`src/rtl/btn_pulse_gen_if.sv`:
```
// rtl/btn_pulse_gen_if.sv - button-side and counter-side signals of btn_pulse_gen
//
// Purpose: bundles the raw button input with the conditioned outputs so the
// pulse generator can be connected as a single port.
// Signals:
//   btn_in    raw push-button level, asynchronous to clk, may bounce
//   pulse     one-cycle enable pulse for the downstream counter
//   btn_level debounced button level
//   repeating high while the hold-to-repeat FSM is in REPEAT
// Modports:
//   master  the board/pin side: drives btn_in, observes the outputs
//   slave   the pulse generator: samples btn_in, drives the outputs
interface btn_pulse_gen_if;
  logic btn_in;
  logic pulse;
  logic btn_level;
  logic repeating;

  modport master (
    output btn_in,
    input  pulse,
    input  btn_level,
    input  repeating
  );

  modport slave (
    input  btn_in,
    output pulse,
    output btn_level,
    output repeating
  );
endinterface

```
`src/rtl/btn_pulse_gen.sv`:
```
// rtl/btn_pulse_gen.sv - button synchronizer, debouncer and hold-to-repeat pulse generator
//
// Purpose: turns a raw, bouncing push-button into clean single-cycle enable
// pulses: one pulse on press, then (optionally) repeat pulses while held.
// Ports:
//   clk  system clock, rising edge
//   rst  asynchronous, active-high reset
//   bus  btn_pulse_gen_if.slave: btn_in in; pulse, btn_level, repeating out
module btn_pulse_gen #(
  parameter int unsigned DEBOUNCE_CYCLES = 500000,
  parameter int unsigned REPEAT_DELAY    = 25000000,
  parameter int unsigned REPEAT_PERIOD   = 5000000,
  parameter bit          REPEAT_EN       = 1'b1,
  parameter int unsigned CNT_W           = 26
) (
  input  logic            clk,
  input  logic            rst,
  btn_pulse_gen_if.slave  bus
);

  localparam logic [CNT_W-1:0] CNT_ONE  = {{(CNT_W-1){1'b0}}, 1'b1};
  localparam logic [CNT_W-1:0] DB_LAST  = CNT_W'(DEBOUNCE_CYCLES - 1);
  localparam logic [CNT_W-1:0] DLY_LAST = CNT_W'(REPEAT_DELAY - 1);
  localparam logic [CNT_W-1:0] PER_LAST = CNT_W'(REPEAT_PERIOD - 1);

  typedef enum logic [1:0] {
    IDLE   = 2'd0,
    HOLD   = 2'd1,
    REPEAT = 2'd2
  } state_t;

  logic             s1_q, s2_q;
  logic [CNT_W-1:0] dcnt_q, dcnt_d;
  logic             level_q, level_d;
  state_t           state_q, state_d;
  logic [CNT_W-1:0] rtmr_q, rtmr_d;
  logic             pulse_q, pulse_d;
  logic             repeating_q;
  logic             rise, fall;

  // Debounce: the level only flips after s2 has disagreed with it for
  // DEBOUNCE_CYCLES consecutive edges; any agreement restarts the count.
  always_comb begin
    dcnt_d  = '0;
    level_d = level_q;
    if (s2_q != level_q) begin
      if (dcnt_q == DB_LAST) begin
        level_d = s2_q;
      end else begin
        dcnt_d = dcnt_q + CNT_ONE;
      end
    end
  end

  // Events are taken from the next level so the FSM reacts on the very
  // edge that flips btn_level, keeping pulse aligned with the rise.
  assign rise = level_d & ~level_q;
  assign fall = ~level_d & level_q;

  always_comb begin
    state_d = state_q;
    rtmr_d  = rtmr_q;
    pulse_d = 1'b0;
    case (state_q)
      IDLE: begin
        if (rise) begin
          pulse_d = 1'b1;
          rtmr_d  = '0;
          state_d = HOLD;
        end
      end
      HOLD: begin
        // Release is checked first so it overrides a coinciding expiry.
        if (fall) begin
          rtmr_d  = '0;
          state_d = IDLE;
        end else if (REPEAT_EN) begin
          if (rtmr_q == DLY_LAST) begin
            pulse_d = 1'b1;
            rtmr_d  = '0;
            state_d = REPEAT;
          end else begin
            rtmr_d = rtmr_q + CNT_ONE;
          end
        end
      end
      REPEAT: begin
        if (fall) begin
          rtmr_d  = '0;
          state_d = IDLE;
        end else if (rtmr_q == PER_LAST) begin
          pulse_d = 1'b1;
          rtmr_d  = '0;
        end else begin
          rtmr_d = rtmr_q + CNT_ONE;
        end
      end
      default: begin
        rtmr_d  = '0;
        state_d = IDLE;
      end
    endcase
  end

  always_ff @(posedge clk or posedge rst) begin
    if (rst) begin
      s1_q        <= 1'b0;
      s2_q        <= 1'b0;
      dcnt_q      <= '0;
      level_q     <= 1'b0;
      state_q     <= IDLE;
      rtmr_q      <= '0;
      pulse_q     <= 1'b0;
      repeating_q <= 1'b0;
    end else begin
      s1_q        <= bus.btn_in;
      s2_q        <= s1_q;
      dcnt_q      <= dcnt_d;
      level_q     <= level_d;
      state_q     <= state_d;
      rtmr_q      <= rtmr_d;
      pulse_q     <= pulse_d;
      repeating_q <= (state_d == REPEAT);
    end
  end

  assign bus.pulse     = pulse_q;
  assign bus.btn_level = level_q;
  assign bus.repeating = repeating_q;

endmodule

```
`src/flat_wrapper.sv`:
```
// flat-port wrapper written by rule: the top's interface ports become plain ports
module btn_pulse_gen_flat 
#(
  parameter int unsigned DEBOUNCE_CYCLES = 500000,
  parameter int unsigned REPEAT_DELAY    = 25000000,
  parameter int unsigned REPEAT_PERIOD   = 5000000,
  parameter bit          REPEAT_EN       = 1'b1,
  parameter int unsigned CNT_W           = 26
)
  (clk, rst, bus_btn_in, bus_pulse, bus_btn_level, bus_repeating);
  btn_pulse_gen_if bus_i ();
  input  logic clk;
  input  logic rst;
  input wire logic [$bits(bus_i.btn_in)-1:0] bus_btn_in;
  output wire logic [$bits(bus_i.pulse)-1:0] bus_pulse;
  output wire logic [$bits(bus_i.btn_level)-1:0] bus_btn_level;
  output wire logic [$bits(bus_i.repeating)-1:0] bus_repeating;
  assign bus_i.btn_in = bus_btn_in;
  assign bus_pulse = bus_i.pulse;
  assign bus_btn_level = bus_i.btn_level;
  assign bus_repeating = bus_i.repeating;
  btn_pulse_gen #(.DEBOUNCE_CYCLES(DEBOUNCE_CYCLES), .REPEAT_DELAY(REPEAT_DELAY), .REPEAT_PERIOD(REPEAT_PERIOD), .REPEAT_EN(REPEAT_EN), .CNT_W(CNT_W)) u_core (.clk(clk), .rst(rst), .bus(bus_i));
endmodule
```
`config.mk`:
```
export PLATFORM = sky130hd
export DESIGN_NAME = btn_pulse_gen_flat
export DESIGN_NICKNAME = d
export VERILOG_FILES = /design/src/rtl/btn_pulse_gen_if.sv /design/src/rtl/btn_pulse_gen.sv /design/src/flat_wrapper.sv
export SDC_FILE = /design/constraint.sdc
export NUM_CORES = 1
export LEC_CHECK = 0
export CAP_MARGIN = 0
export CORE_MARGIN = 4
export CORE_UTILIZATION = 39
export CTS_CLUSTER_DIAMETER = 40
export DETAILED_ROUTE_END_ITERATION = 6
export DONT_BUFFER_PORTS = 1
export PLACE_DENSITY_LB_ADDON = 0.3
export SETUP_SLACK_MARGIN = 0.3
export SYNTH_ARGS = -nofsm -noshare
export SYNTH_HDL_FRONTEND = slang
export SYNTH_SLANG_ARGS = --single-unit
```
`constraint.sdc`:
```
create_clock -name clk -period 6.8 [get_ports clk]
set_input_delay 1.36 -clock clk [delete_from_list [all_inputs] [get_ports clk]]
set_output_delay 1.36 -clock clk [all_outputs]
set_load 0.01 [all_outputs]
```
# [After elaboration in Yosys (flattened, before gate mapping)]
# Cells that the tools add are included.
[totals] reg_bits=59 elab_cells=44 out_inout_bits=3 input_bits=3
[op_classes] n_mux=21 n_bitwise=4 n_addsub=2 n_reduce_logical=1 n_eq_ne=8
[op_table] cell="$mux 26" count=7
[op_table] cell="$pmux 26 s3" count=1
[op_table] cell="$add 26x1->26 const B" count=2
[op_table] cell="$eq 26x19->1 const B" count=1
[op_table] cell="$eq 26x23->1 const B" count=1
[op_table] cell="$eq 26x25->1 const B" count=1
[op_table] cell="$mux 2" count=4
[op_table] cell="$mux 1" count=7
[op_table] cell="$pmux 2 s3" count=1
[op_table] cell="$eq 2x2->1 const B" count=2
[op_table] cell="$pmux 1 s3" count=1
[op_table] cell="$and 1x1->1" count=2
[op_table] cell="$eq 2x1->1 const B" count=1
[op_table] cell="$logic_not 2->1" count=1
[op_table] cell="$ne 2x1->1 const B" count=1
[op_table] cell="$not 1->1" count=2
[op_table] cell="$ne 1x1->1" count=1

# [Longest topological paths before layout]
[logic_depth] word_depth=8 mapped_depth=8 depth_no_buf=7

# [Worst setup path after synthesis]
# No wires, ideal clock.
[synth_path] path_type="reg2reg" startpoint="register u_core.rtmr_q[16]" endpoint="register u_core.rtmr_q[2]" synth_period_minus_slack_ps=2347 arrival_time_ps=2226 path_stages_with_launch=8 path_buffers=1 slack_ps=4453 path_cell_list="dfrtp_1 > or4_1 > or4_1 > o31a_1 > o211ai_2 > buf_4 > o21ai_0 > a22o_1"
[synth_between] elab_chain_cells=4 word_cells_on_any_way=7 classes_between="2 x eq/ne; 5 x mux"
[synth_lines] element="start: declaration" line="btn_pulse_gen.sv:36" text="logic [CNT_W-1:0] rtmr_q, rtmr_d;"
[synth_lines] element="start signal: assignment" line="btn_pulse_gen.sv:121" text="rtmr_q <= rtmr_d;"
[synth_lines] element="$eq 26x23->1 or $eq 26x25->1 (tied branches)" line="btn_pulse_gen.sv:91, btn_pulse_gen.sv:78"
[synth_lines] element="$mux 26, on equally long branches" line="btn_pulse_gen.sv:91, btn_pulse_gen.sv:78"
[synth_lines] element="$mux 26, on equally long branches" line="btn_pulse_gen.sv:88, btn_pulse_gen.sv:74"
[synth_lines] element="$pmux 26 s3 *" line="btn_pulse_gen.sv:64" text="case (state_q)"
# Mark *: on every way between the ends. The rest lies on a longest branch, timed or not.
# A chain may end at the register's enable or synchronous reset.

# [Worst setup path after layout]
# Same ends and word-level chain as after synthesis.

==> results.json <==
{
  "diodes": 0,
  "cts_repair_resize_count": 0,
  "fmax_mhz": 336,
  "finClkSkew_ns": 0.00655,
  "area_growth_syn_to_layout_pct": 9.03,
  "antenna_found_initial": 0,
  "holdPathEnd": "u_core.s2_q",
  "synth-async-reset-ratio": 1.00,
  "gp_congestion": 0.909,
  "postSynthCellCount": 364,
  "cts_tree": "built",
  "first_pass_iters": 4,
  "grt_pass1_wl_mm": 11.8,
  "worst_slew_pin_slew_ns": 1.02,
  "drive_gt1_frac": 0.0622,
  "r2r_setup_slack_ns": 3.82,
  "yosys.area.top_type": "dfrtp_1",
  "die_area_mm2": 0.00983,
  "drc": 0,
  "crit_path_frequent_cell": "or4_1",
  "avgSynthCellArea_um2": 8.91,
  "endpoint_kind": "flip-flop",
  "post_cts_buffers": 0,
  "syn-num-nets": 373,
  "yosys.area.top_type_share": 0.455,
  "synth_edf_count": 0,
  "io_pins": 6,
  "switchingPower_uw": 143,
  "cp_top_family": "simple AND/OR/NAND/NOR gates",
  "required_ns": 7.02,
  "clkTransAtPathRegs_ns": 0.06,
  "drv_cap": 0,
  "reg2reg_to": "u_core.rtmr_q[2]",
  "clkLatencyLatePin_ns": 0.34,
  "numPortBuffers": 0,
  "vias": 2603,
  "hold_violations": 0,
  "dieHeight_um": 99.2,
  "cts_inserted_buffers": 9,
  "cts_hold_buf": 0,
  "core_area_mm2": 0.00789,
  "ys_ff_latch": 59,
  "cp_num_buf_inv": 1,
  "synth_flop_cell": "dfrtp_1",
  "root_buffer": "clkbuf_8",
  "crit_path_cell_trace": "or4_1 -> or4_1 -> o31a_1 -> o211ai_2 -> buf_4 -> nor2_2 -> a22o_1",
  "setup.worst_path.start": "u_core.rtmr_q[16]",
  "fp-row-count": 32,
  "syn-cell-area_mm2": 0.00324,
  "fin_ws_ns": 3.82,
  "relSlewSlack": 0.319,
  "cp.arrival_ns": 3.20,
  "clock-sinks": 59,
  "hold_path_depth": 0,
  "dp_slack_ns": 3.82,
  "gr-total-overflow": 0,
  "reg2reg_depth": 7,
  "grt_max_degree": 60,
  "via_per_inst": 5.51,
  "critPathKind": "reg2reg",
  "grtUsageTotal": 0.146,
  "max-vdd-ir-drop_uv": 120,
  "drtIter0Drc": 127,
  "clockPowerShare": 0.469,
  "p_leak_uw": 0.00135,
  "crit_fanout": 19,
  "drt.antenna.violating_nets": 0,
  "wire_per_inst_um": 14.2,
  "p_int_uw": 550,
  "min_from": "u_core.s1_q",
  "cts.path.max_buffers": 2,
  "drv_slew": 0,
  "grt_pass1_vias": 2548,
  "cp-start-kind": "flip-flop",
  "critPathMaxStageDelay_ns": 0.50,
  "hp-class": "reg2reg",
  "fin_setup_tns_ns": 0,
  "seqPwrFrac": 0.513,
  "ys_top_cells_by_area": "dfrtp_1 46%, nand2_1 5.0%, nor2_1 4.3%",
  "ys_seq_area_frac": 0.455,
  "sw_frac_of_total": 0.207,
  "power_frac_comb": 0.018,
  "nNetsFinal": 376,
  "status": "finished clean",
  "fin_crit_ns": 2.98,
  "initial_utilization": 0.411,
  "yosysWarnings": 0,
  "totalWireLength_mm": 6.72,
  "die_x_um": 99.2,
  "synth_cell_types": 47,
  "cp_slowest_cell": "or4_1",
  "reg2reg_from": "u_core.rtmr_q[16]",
  "rsz0062_at_grt": "false",
  "p_per_area_mw_per_mm2": 196,
  "timing.final.setup_violations": 0,
  "hpwl_mm": 4.53,
  "cts.htree.levels": 3,
  "timing.final.crit_share": 0.438
}
synthesized netlist by cell type (3+ instances only):
| master | number |
|---|---|
| dfrtp_1 | 59 |
| and4_1 | 5 |
| nor2b_1 | 3 |
| a22o_1 | 7 |
| nor4_1 | 6 |
| a21oi_1 | 16 |
| xor2_1 | 8 |
| nand3_1 | 20 |
| nor4b_1 | 6 |
| nor3_1 | 20 |
| nand4_1 | 14 |
| xnor2_1 | 15 |
| ha_1 | 6 |
| o21ai_1 | 8 |
| inv_1 | 15 |
| or4_1 | 7 |
| clkbuf_1 | 6 |
| and3_1 | 4 |
| nand2_1 | 43 |
| o21ai_0 | 18 |
| or3_1 | 7 |
| nor2_1 | 37 |
power by group through the flow:
stage          Clock [uW]  Sequential, uW  Combinational, uW
2_1_floorplan           0             361               10.1
3_5_place_dp            0             362               13.5
5_1_grt               350             355               15.7
4_1_cts               332             355               13.4
6_report              325             355               12.6
3_3_place_gp            0             361               13.3
final cells by class:
type	count	area, um^2
Tap cell	102	128
Sequential cell	59	1480
Fill cell	749	4350
Multi-Input combinational cell	279	1650
Clock buffer	12	165
Inverter	15	56.3
Timing Repair Buffer	3	22.5
Clock inverter	2	35.0
metal layers:
metal | part of all wire | vias up | global-route usage
met4 | 0.014 | 0 | 0.0525
met1 | 0.49 | 1236 | 0.190
met3 | 0.045 | 10 | 0.0435
met2 | 0.45 | 40 | 0.230
met5 | 0 | - | 0
li1 | - | 1317 | -
worst max-delay path by stage:
stage,cells past startpoint,slack (ns),end
floorplan,1,3.98,u_core.bus.btn_level
global placement,7,3.83,u_core.rtmr_q[17]
detailed placement,7,3.82,u_core.rtmr_q[17]
CTS,7,3.80,u_core.rtmr_q[9]
global route,7,3.64,u_core.rtmr_q[16]
finish,7,3.82,u_core.rtmr_q[2]
sequential cells by signal, summed over array words and instances, names as in the netlist:
register and count:
u_core.bus.btn_level 1, u_core.rtmr_q 26, u_core.s2_q 1, u_core.bus.repeating 1
u_core.state_q 2, u_core.dcnt_q 26, u_core.bus.pulse 1, u_core.s1_q 1
kinds of logic (layout without fill, tap and decap cells):
logic type | after synthesis | in the layout | synth area share
buffers and inverters | 26 | 32 | 0.0351
AOI/OAI and AO/OA | 68 | 68 | 0.135
adders and majority gates | 6 | 6 | 0.0232
DFF | 59 | 59 | 0.455
xor gates and xnor gates | 23 | 23 | 0.0621
and+or+nand+nor | 182 | 182 | 0.289
placed cells by master, fill, tap and decap left out, types with 7 or more instances in the layout:
cell type and instances:
xnor2_1 15, or3_1 7, a22o_1 7, o21ai_0 18, o21ai_1 8, nor3_1 20
a21oi_1 16, xor2_1 8, nor2_1 37, nand3_1 20, dfrtp_1 59, or4_1 7
nand2_1 43, nand4_1 14, clkbuf_8 12, inv_1 14
stage by stage:
stage | cell area [um^2] | power, uW | hold WS, ns | instances | utilization
after floorplan | 3240 | 371 | 0.331 | 364 | -
after CTS | 3530 | 701 | 0.359 | 472 | 0.448
after global placement | 3330 | 375 | 0.332 | 458 | 0.423
after global routing | 3530 | 721 | 0.374 | 472 | 0.448
after detailed placement | 3330 | 375 | 0.340 | 458 | 0.423
final | 3530 | 693 | 0.357 | 472 | 0.448
(Power assumes the default switching activity.)
